--- config.mk ---
export PLATFORM = sky130hd
export DESIGN_NAME = h14rx_word_align
export DESIGN_NICKNAME = d
export VERILOG_FILES = /design/src/rtl/h14rx_word_align.sv
export SDC_FILE = /design/constraint.sdc
export NUM_CORES = 1
export LEC_CHECK = 0
export ABC_AREA = 0
export BUFFER_PORTS_ARGS = -buffer_cell sky130_fd_sc_hd__buf_2
export CAP_MARGIN = 30
export CORE_MARGIN = 2
export CORE_UTILIZATION = 39
export CTS_CLUSTER_DIAMETER = 30
export CTS_CLUSTER_SIZE = 30
export DETAILED_ROUTE_END_ITERATION = 7
export PLACE_DENSITY_LB_ADDON = 0.08
export SLEW_MARGIN = 0
export SYNTH_ARGS = -nofsm -noshare
export SYNTH_HDL_FRONTEND = slang
export SYNTH_SLANG_ARGS = --single-unit
--- constraint.sdc ---
create_clock -name clk -period 6.7 [get_ports clk]
set_input_delay 0.67 -clock clk [delete_from_list [all_inputs] [get_ports clk]]
set_output_delay 0.67 -clock clk [all_outputs]
set_load 0.02 [all_outputs]
--- src/rtl/h14rx_word_align.sv ---
// TMDS word aligner: hunts for a run of control tokens, issuing deserializer bitslips
// until the word boundary is found, then watches for tokens to detect loss of lock.
module h14rx_word_align #(
  parameter int unsigned TokenRun  = 8,
  parameter int unsigned Window    = 4096,
  parameter int unsigned SlipWait  = 8,
  parameter int unsigned LossLimit = 4
) (
  input  logic       clk,
  input  logic       rst_n,
  input  logic [9:0] din,
  output logic [9:0] dout,
  output logic       bitslip,
  output logic       aligned,
  output logic [3:0] slip_count
);

  localparam int unsigned WinW = $clog2(Window);

  localparam logic [1:0] StSearch = 2'd0;
  localparam logic [1:0] StSlip   = 2'd1;
  localparam logic [1:0] StWait   = 2'd2;
  localparam logic [1:0] StLocked = 2'd3;

  localparam logic [WinW-1:0] WinLast  = WinW'(Window - 1);
  localparam logic [7:0]      RunLast  = 8'(TokenRun - 1);
  localparam logic [7:0]      WaitLast = 8'(SlipWait - 1);
  localparam logic [3:0]      MissLast = 4'(LossLimit - 1);

  logic [1:0]      state_q, state_d;
  logic [7:0]      run_q, run_d;
  logic [WinW-1:0] win_q, win_d;
  logic [7:0]      wait_q, wait_d;
  logic [3:0]      miss_q, miss_d;
  logic            seen_q, seen_d;
  logic [3:0]      slip_q, slip_d;
  logic [9:0]      dout_q;
  logic            token;
  logic            win_end;

  assign token = (din == 10'b1101010100) || (din == 10'b0010101011) ||
                 (din == 10'b0101010100) || (din == 10'b1010101011);

  assign win_end = (win_q == WinLast);

  always_comb begin
    state_d = state_q;
    run_d   = run_q;
    win_d   = win_q;
    wait_d  = wait_q;
    miss_d  = miss_q;
    seen_d  = seen_q;
    slip_d  = slip_q;
    case (state_q)
      StSearch: begin
        win_d = win_q + 1'b1;
        run_d = token ? run_q + 8'd1 : 8'd0;
        // A run completing on the last window cycle wins over the slip.
        if (token && (run_q == RunLast)) begin
          state_d = StLocked;
          run_d   = 8'd0;
          win_d   = '0;
          miss_d  = 4'd0;
          seen_d  = 1'b0;
        end else if (win_end) begin
          state_d = StSlip;
          run_d   = 8'd0;
          win_d   = '0;
        end
      end
      StSlip: begin
        slip_d  = (slip_q == 4'd9) ? 4'd0 : slip_q + 4'd1;
        wait_d  = 8'd0;
        state_d = StWait;
      end
      StWait: begin
        if (wait_q == WaitLast) begin
          state_d = StSearch;
          run_d   = 8'd0;
          win_d   = '0;
          wait_d  = 8'd0;
        end else begin
          wait_d = wait_q + 8'd1;
        end
      end
      StLocked: begin
        win_d = win_end ? '0 : win_q + 1'b1;
        if (win_end) begin
          seen_d = 1'b0;
          if (seen_q || token) begin
            miss_d = 4'd0;
          end else if (miss_q == MissLast) begin
            state_d = StSearch;
            miss_d  = 4'd0;
            slip_d  = 4'd0;
            run_d   = 8'd0;
            win_d   = '0;
          end else begin
            miss_d = miss_q + 4'd1;
          end
        end else begin
          seen_d = seen_q || token;
          if (token) begin
            miss_d = 4'd0;
          end
        end
      end
      default: state_d = StSearch;
    endcase
  end

  always_ff @(posedge clk) begin
    if (!rst_n) begin
      state_q <= StSearch;
      run_q   <= 8'd0;
      win_q   <= '0;
      wait_q  <= 8'd0;
      miss_q  <= 4'd0;
      seen_q  <= 1'b0;
      slip_q  <= 4'd0;
      dout_q  <= 10'd0;
    end else begin
      state_q <= state_d;
      run_q   <= run_d;
      win_q   <= win_d;
      wait_q  <= wait_d;
      miss_q  <= miss_d;
      seen_q  <= seen_d;
      slip_q  <= slip_d;
      dout_q  <= din;
    end
  end

  assign dout       = dout_q;
  assign bitslip    = (state_q == StSlip);
  assign aligned    = (state_q == StLocked);
  assign slip_count = slip_q;

endmodule
After elaboration in Yosys (flattened, before gate mapping)
Cells that the tools add are included.
Widths: inputs -> output; s select.
{ "totals": {"regBits": 49, "in_bits": 12, "out_inout_bits": 16, "wordCells": 86} }
{ "classes": {"n_addsub": 5, "eq_ne": 19, "muxes": 38, "n_reduce_logical": 16} }
{ "ops": {"columns": ["operator", "n"], "rows": [
  ["$mux 12", 6],
  ["$mux 8", 8],
  ["$mux 4", 9],
  ["$pmux 12 s3", 1],
  ["$pmux 8 s3", 1],
  ["$eq 10x10->1 const B", 2],
  ["$add 8x1->8 const B", 2],
  ["$eq 8x3->1 const B", 2],
  ["$pmux 4 s2", 2],
  ["$pmux 8 s2", 1],
  ["$add 12x1->12 const B", 1],
  ["$eq 12x12->1 const B", 1],
  ["$mux 2", 6],
  ["$eq 10x8->1 const B", 1],
  ["$eq 10x9->1 const B", 1],
  ["$reduce_and 5->1", 2],
  ["$add 4x1->4 const B", 2],
  ["$pmux 2 s4", 1],
  ["$ne 2x2->1 const B", 3],
  ["$reduce_bool 2->1", 3],
  ["$eq 2x2->1 const B", 2],
  ["$eq 4x2->1 const B", 1],
  ["$eq 4x4->1 const B", 1],
  ["$logic_or 1x1->1", 4],
  ["other kinds (12)", 15]
]} }

Depth between registers and ports, before layout
{ "depth": {"word_depth": 8, "ltp_mapped": 9} }

Worst setup path after synthesis
OpenSTA, ideal clock, no wires.
{ "synth_timing": {"path_kind": "in2reg", "from": "in din[4]", "to": "reg run_q[6]", "arrival_time_ns": 2.220, "setup_slack_ns": 4.389, "cell_stages": 7, "path_buffers": 1, "path_cell_list": "nand4bb_1 nor4_4 o2111a_1 and2_1 buf_2 a41oi_1 a311oi_1"} }
{ "synth_between": {"elab_chain_len": 8, "elab_cells_between_ends": 15, "cone_classes": "eq/ne: 5; mux: 4; reduce/logical: 6"} }
{ "synth_rtl": {"columns": ["element", "line", "source"], "rows": [
  ["start: declaration", "11", "input logic [9:0] din,"],
  ["$eq 10x10->1 / $eq 10x8->1 (equally long branches)", "41", "assign token = (din == 10'b1101010100) || (din == 10'b0010101011) ||"],
  ["$logic_or 1x1->1 (2 in series)", "41", null],
  ["$logic_or 1x1->1 (*)", "42", "(din == 10'b0101010100) || (din == 10'b1010101011);"],
  ["$mux 8", "57", "run_d = token ? run_q + 8'd1 : 8'd0;"],
  ["$mux 8", "65", "end else if (win_end) begin"],
  ["$mux 8", "59", "if (token && (run_q == RunLast)) begin"],
  ["$pmux 8 s3", "54", "case (state_q)"],
  ["end signal: assignment", "124", "run_q <= run_d;"],
  ["end: declaration", "31", "logic [7:0] run_q, run_d;"]
]} }
Mark *: on every way between the ends. The rest lies on a longest branch, timed or not.
A chain may end at the register's enable or synchronous reset.

Final worst setup path
{ "layout_timing": {"from": "reg win_q[0]", "to": "reg run_q[7]"} }
{ "layout_between": {"elab_chain_len": 4, "elab_cells_between_ends": 6, "cone_classes": "eq/ne: 2; mux: 3; reduce/logical: 1"} }
{ "layout_rtl": {"columns": ["element", "line", "source"], "rows": [
  ["start: declaration", "32", "logic [WinW-1:0] win_q, win_d;"],
  ["start signal: assignment", "125", "win_q <= win_d;"],
  ["$eq 12x12->1 (*)", "44", "assign win_end = (win_q == WinLast);"],
  ["$mux 8", "65", null],
  ["$mux 8", "59", null],
  ["$pmux 8 s3", "54", null]
]} }
Marked as above.

==> summary.md <==
| Metric | Value |
|---|---|
| Synth area leaders | dfxtp_1, nor2_1, ha_1, nand2_1, nand3_1 |
| Vias in the first global route | 1892 |
| Clock latency on the worst-skew pair | 0.30 ns |
| Layout overhead on the synthesized area | 11.3% |
| Setup CP Type | reg2reg |
| Sequential share of the synthesized area | 40.4% |
| First-pass GRT wire length | 8690 µm |
| #FFs+latches synth | 49 |
| CP bufs+invs | 0 |
| Metal-1 WL | 2630 µm |
| Worst Path Required | 6.87 ns |
| Wire per inst | 13.2 µm |
| Most frequent cell after synthesis | dfxtp_1 |
| Met2 WL | 2160 µm |
| GRT Util Overall | 15.0% |
| Asr flop ratio synth | 0% |
| Setup bufs post-CTS | 0 |
| Top-area cell type share of the netlist area | 40.4% |
| Fin crit period | 2.56 ns |
| Diodes inserted | 0 |
| DR iter-0 viols | 101 |
| CP Launch Point | win_q[0] |
| Grt ovf | 0 |
| Post-CTS Resized | 0 |
| Post-synthesis net count | 296 |
| Vias | 1988 |
| Critical Path Max Stage Delay | 0.59 ns |
| Crit-path slowest cell | or4_4 |
| CTS Hold Bufs | 0 |
| Clk sink count | 49 |
| Status | finished, final reports clean |
| FF-to-FF setup slack | 4.14 ns |
| Pin count of the biggest net entering global routing | 30 |
| Tightest Hold Check Type | reg2reg |
| Rel. slew slack | 41.6% |
| Worst-path clk slew | 0.09 ns |
| Die H | 82.9 µm |
| First-pass iteration count of the detailed router | 6 |
| Top delay family on crit path | simple AND/OR/NAND/NOR gates |
| Cts bufs inserted | 5 |
| FF/Latch Area | 981 µm² |
| CTS H-tree lvls | 2 |
| Top Layer Used | met4 |
| Final nets | 322 |
| Setup Viol. Count Final | 0 |
| Residual DRC | 0 |
| CP Launch Type | flop |
| PwrDens | 185 mW/mm² |
| Clock skew | 0.00547 ns |
| Unrepaired setup endpoints after global routing | no |
| Max cap viols | 0 |
| Slew Viols, Final | 0 |
| Most frequent cells after synthesis | dfxtp_1, nor2_1, nand2_1 |
| Final Hold Slack | 0.478 ns |
| Distinct cells, synth | 54 |
| Period utilisation layout | 38.2% |
| Share of layout cells above drive strength 1 | 16.0% |
| Total I/O pin count | 28 |
| DPL Wire Length | 3500 µm |
| Met3 WL | 126 µm |
| Fillers | 619 |
| Core ar. | 0.00596 mm² |
| Initial Util | 40.7% |
| Gp weighted congestion | 0.760 |
| Setup crit end | run_q[7] |
| Yosys warns | 0 |
| Reg2reg path depth | 7 |
| Synthesized cell area | 0.00243 mm² |
| TNS Setup | 0 ns |
| Initial antenna violation count | 0 |
| Slew @ Worst Pin | 0.872 ns |
| DRT antenna net count | 0 |
| Root buffer cell | clkbuf_8 |
| Via density | 5.30 |
| Die area | 0.00687 mm² |
| Post-synth top flop | dfxtp_1 |
| Reg2reg start | win_q[0] |
| Critical Path AT | 2.73 ns |
| Worst path cell trace | ha_1 -> nand2_1 -> or4_4 -> nor4_4 -> a21oi_1 -> nor2_2 -> a311oi_1 |
| EDFF count, synth | 0 |
| Leading area contributor after synthesis | dfxtp_1 |
| Area of the multi-input gates | 0.00137 mm² |
| Wirelength, routed | 4970 µm |
| Site row count | 28 |
| Leak pwr | 1.03 nW |
| CP Depth | 7 |
| Fmax | 0.391 GHz |
| Clock tree buffer depth | 2 |
| Worst setup EP type | flop |
| Critical Path Fanout Max | 8 |
| Max IR drop VDD | 86.4 µV |
| Syn avg cell area | 8.85 µm² |
| Final Hold Viols | 0 |
| CTS tree | yes |
| Die W | 82.9 µm |
| Port buffer count | 27 |
| Synth Instances | 274 |
| Reg-to-Reg End | run_q[7] |
-- layout make-up --
cell class              instances  share of cell area (%)
inverters                      10                    1.39
flip-flops and latches         49                    36.3
multi-input cells             207                    50.6
repair buffers                 27                    5.00
clock buffers                   7                    3.20
well taps                      75                    3.47
-- registers in the layout, indices dropped and copies added, names as in the netlist --
register,cells
dout,10
miss_q,4
run_q,8
seen_q,1
slip_count,4
state_q,2
wait_q,8
win_q,12
-- cells by family (layout without fill, tap and decap cells) --
logic type               Yosys count  count (layout)  share of synthesized area, %
AO/OA/AOI/OAI                     51              51                          15.7
XOR/XNOR                          14              14                          5.05
adder cells (fa/ha/maj)           10              10                          5.16
buffers and inverters             18              44                          3.20
flip-flops                        49              49                          40.4
multiplexers                       4               4                          1.70
AND/OR/NAND/NOR                  128             128                          28.8
-- report_power, final --
part	switching [mW]	leakage, nW	internal [mW]	total (mW)
Clock	0.0952	0.0443	0.0821	0.177
Combinational	0.0158	0.590	0.00859	0.0244
Sequential	0.00197	0.398	0.296	0.298
Total	0.113	1.03	0.386	0.499
-- metal layers --
| metal | track usage (%) | up-vias |
|---|---|---|
| li1 | - | 1043 |
| met5 | 0 | - |
| met1 | 21.4 | 921 |
| met3 | 3.68 | 5 |
| met2 | 22.8 | 19 |
| met4 | 3.58 | 0 |
-- cells in the final DEF (no fill, tap or decap), types with 6 or more instances in the layout --
cell	count
a21oi_1	11
a31oi_1	7
and2_1	11
and3_1	7
buf_2	27
clkbuf_8	6
dfxtp_1	49
ha_1	10
inv_1	9
nand2_1	21
nand3_1	14
nand4_1	6
nor2_1	37
o21ai_0	6
xnor2_1	7
xor2_1	7
-- how the worst min path moves through the flow --
stage | cells past startpoint | from | end | slack, ns
after floorplan | 1 | run_q[7] | run_q[7] | 0.44
after global placement | 2 | run_q[1] | run_q[1] | 0.46
after detailed placement | 2 | run_q[1] | run_q[1] | 0.47
after CTS | 2 | run_q[1] | run_q[1] | 0.48
after global routing | 1 | run_q[7] | run_q[7] | 0.50
final | 2 | run_q[1] | run_q[1] | 0.48
-- metrics by stage --
| stage | utilization [%] | power (mW) | area [µm²] | setup slack [ns] | cells |
|---|---|---|---|---|---|
| finish | 45.4 | 0.499 | 2700 | 4.14 | 375 |
| global route | 45.4 | 0.524 | 2700 | 3.93 | 375 |
| CTS | 45.4 | 0.508 | 2700 | 4.12 | 375 |
| detailed placement | 43.9 | 0.329 | 2620 | 4.00 | 368 |
| global placement | 43.9 | 0.329 | 2620 | 4.08 | 368 |
| floorplan | - | 0.319 | 2430 | 4.39 | 274 |
-- worst register-to-register path: cells and delay by family, from the launching register on --
| family | cells | cell delay, ns |
|---|---|---|
| compound gates | 2 | 0.32 |
| flops | 1 | 0.38 |
| fa+ha+maj | 1 | 0.21 |
| simple gates | 4 | 1.51 |
Note: power is estimated with default switching activity, not from simulation.
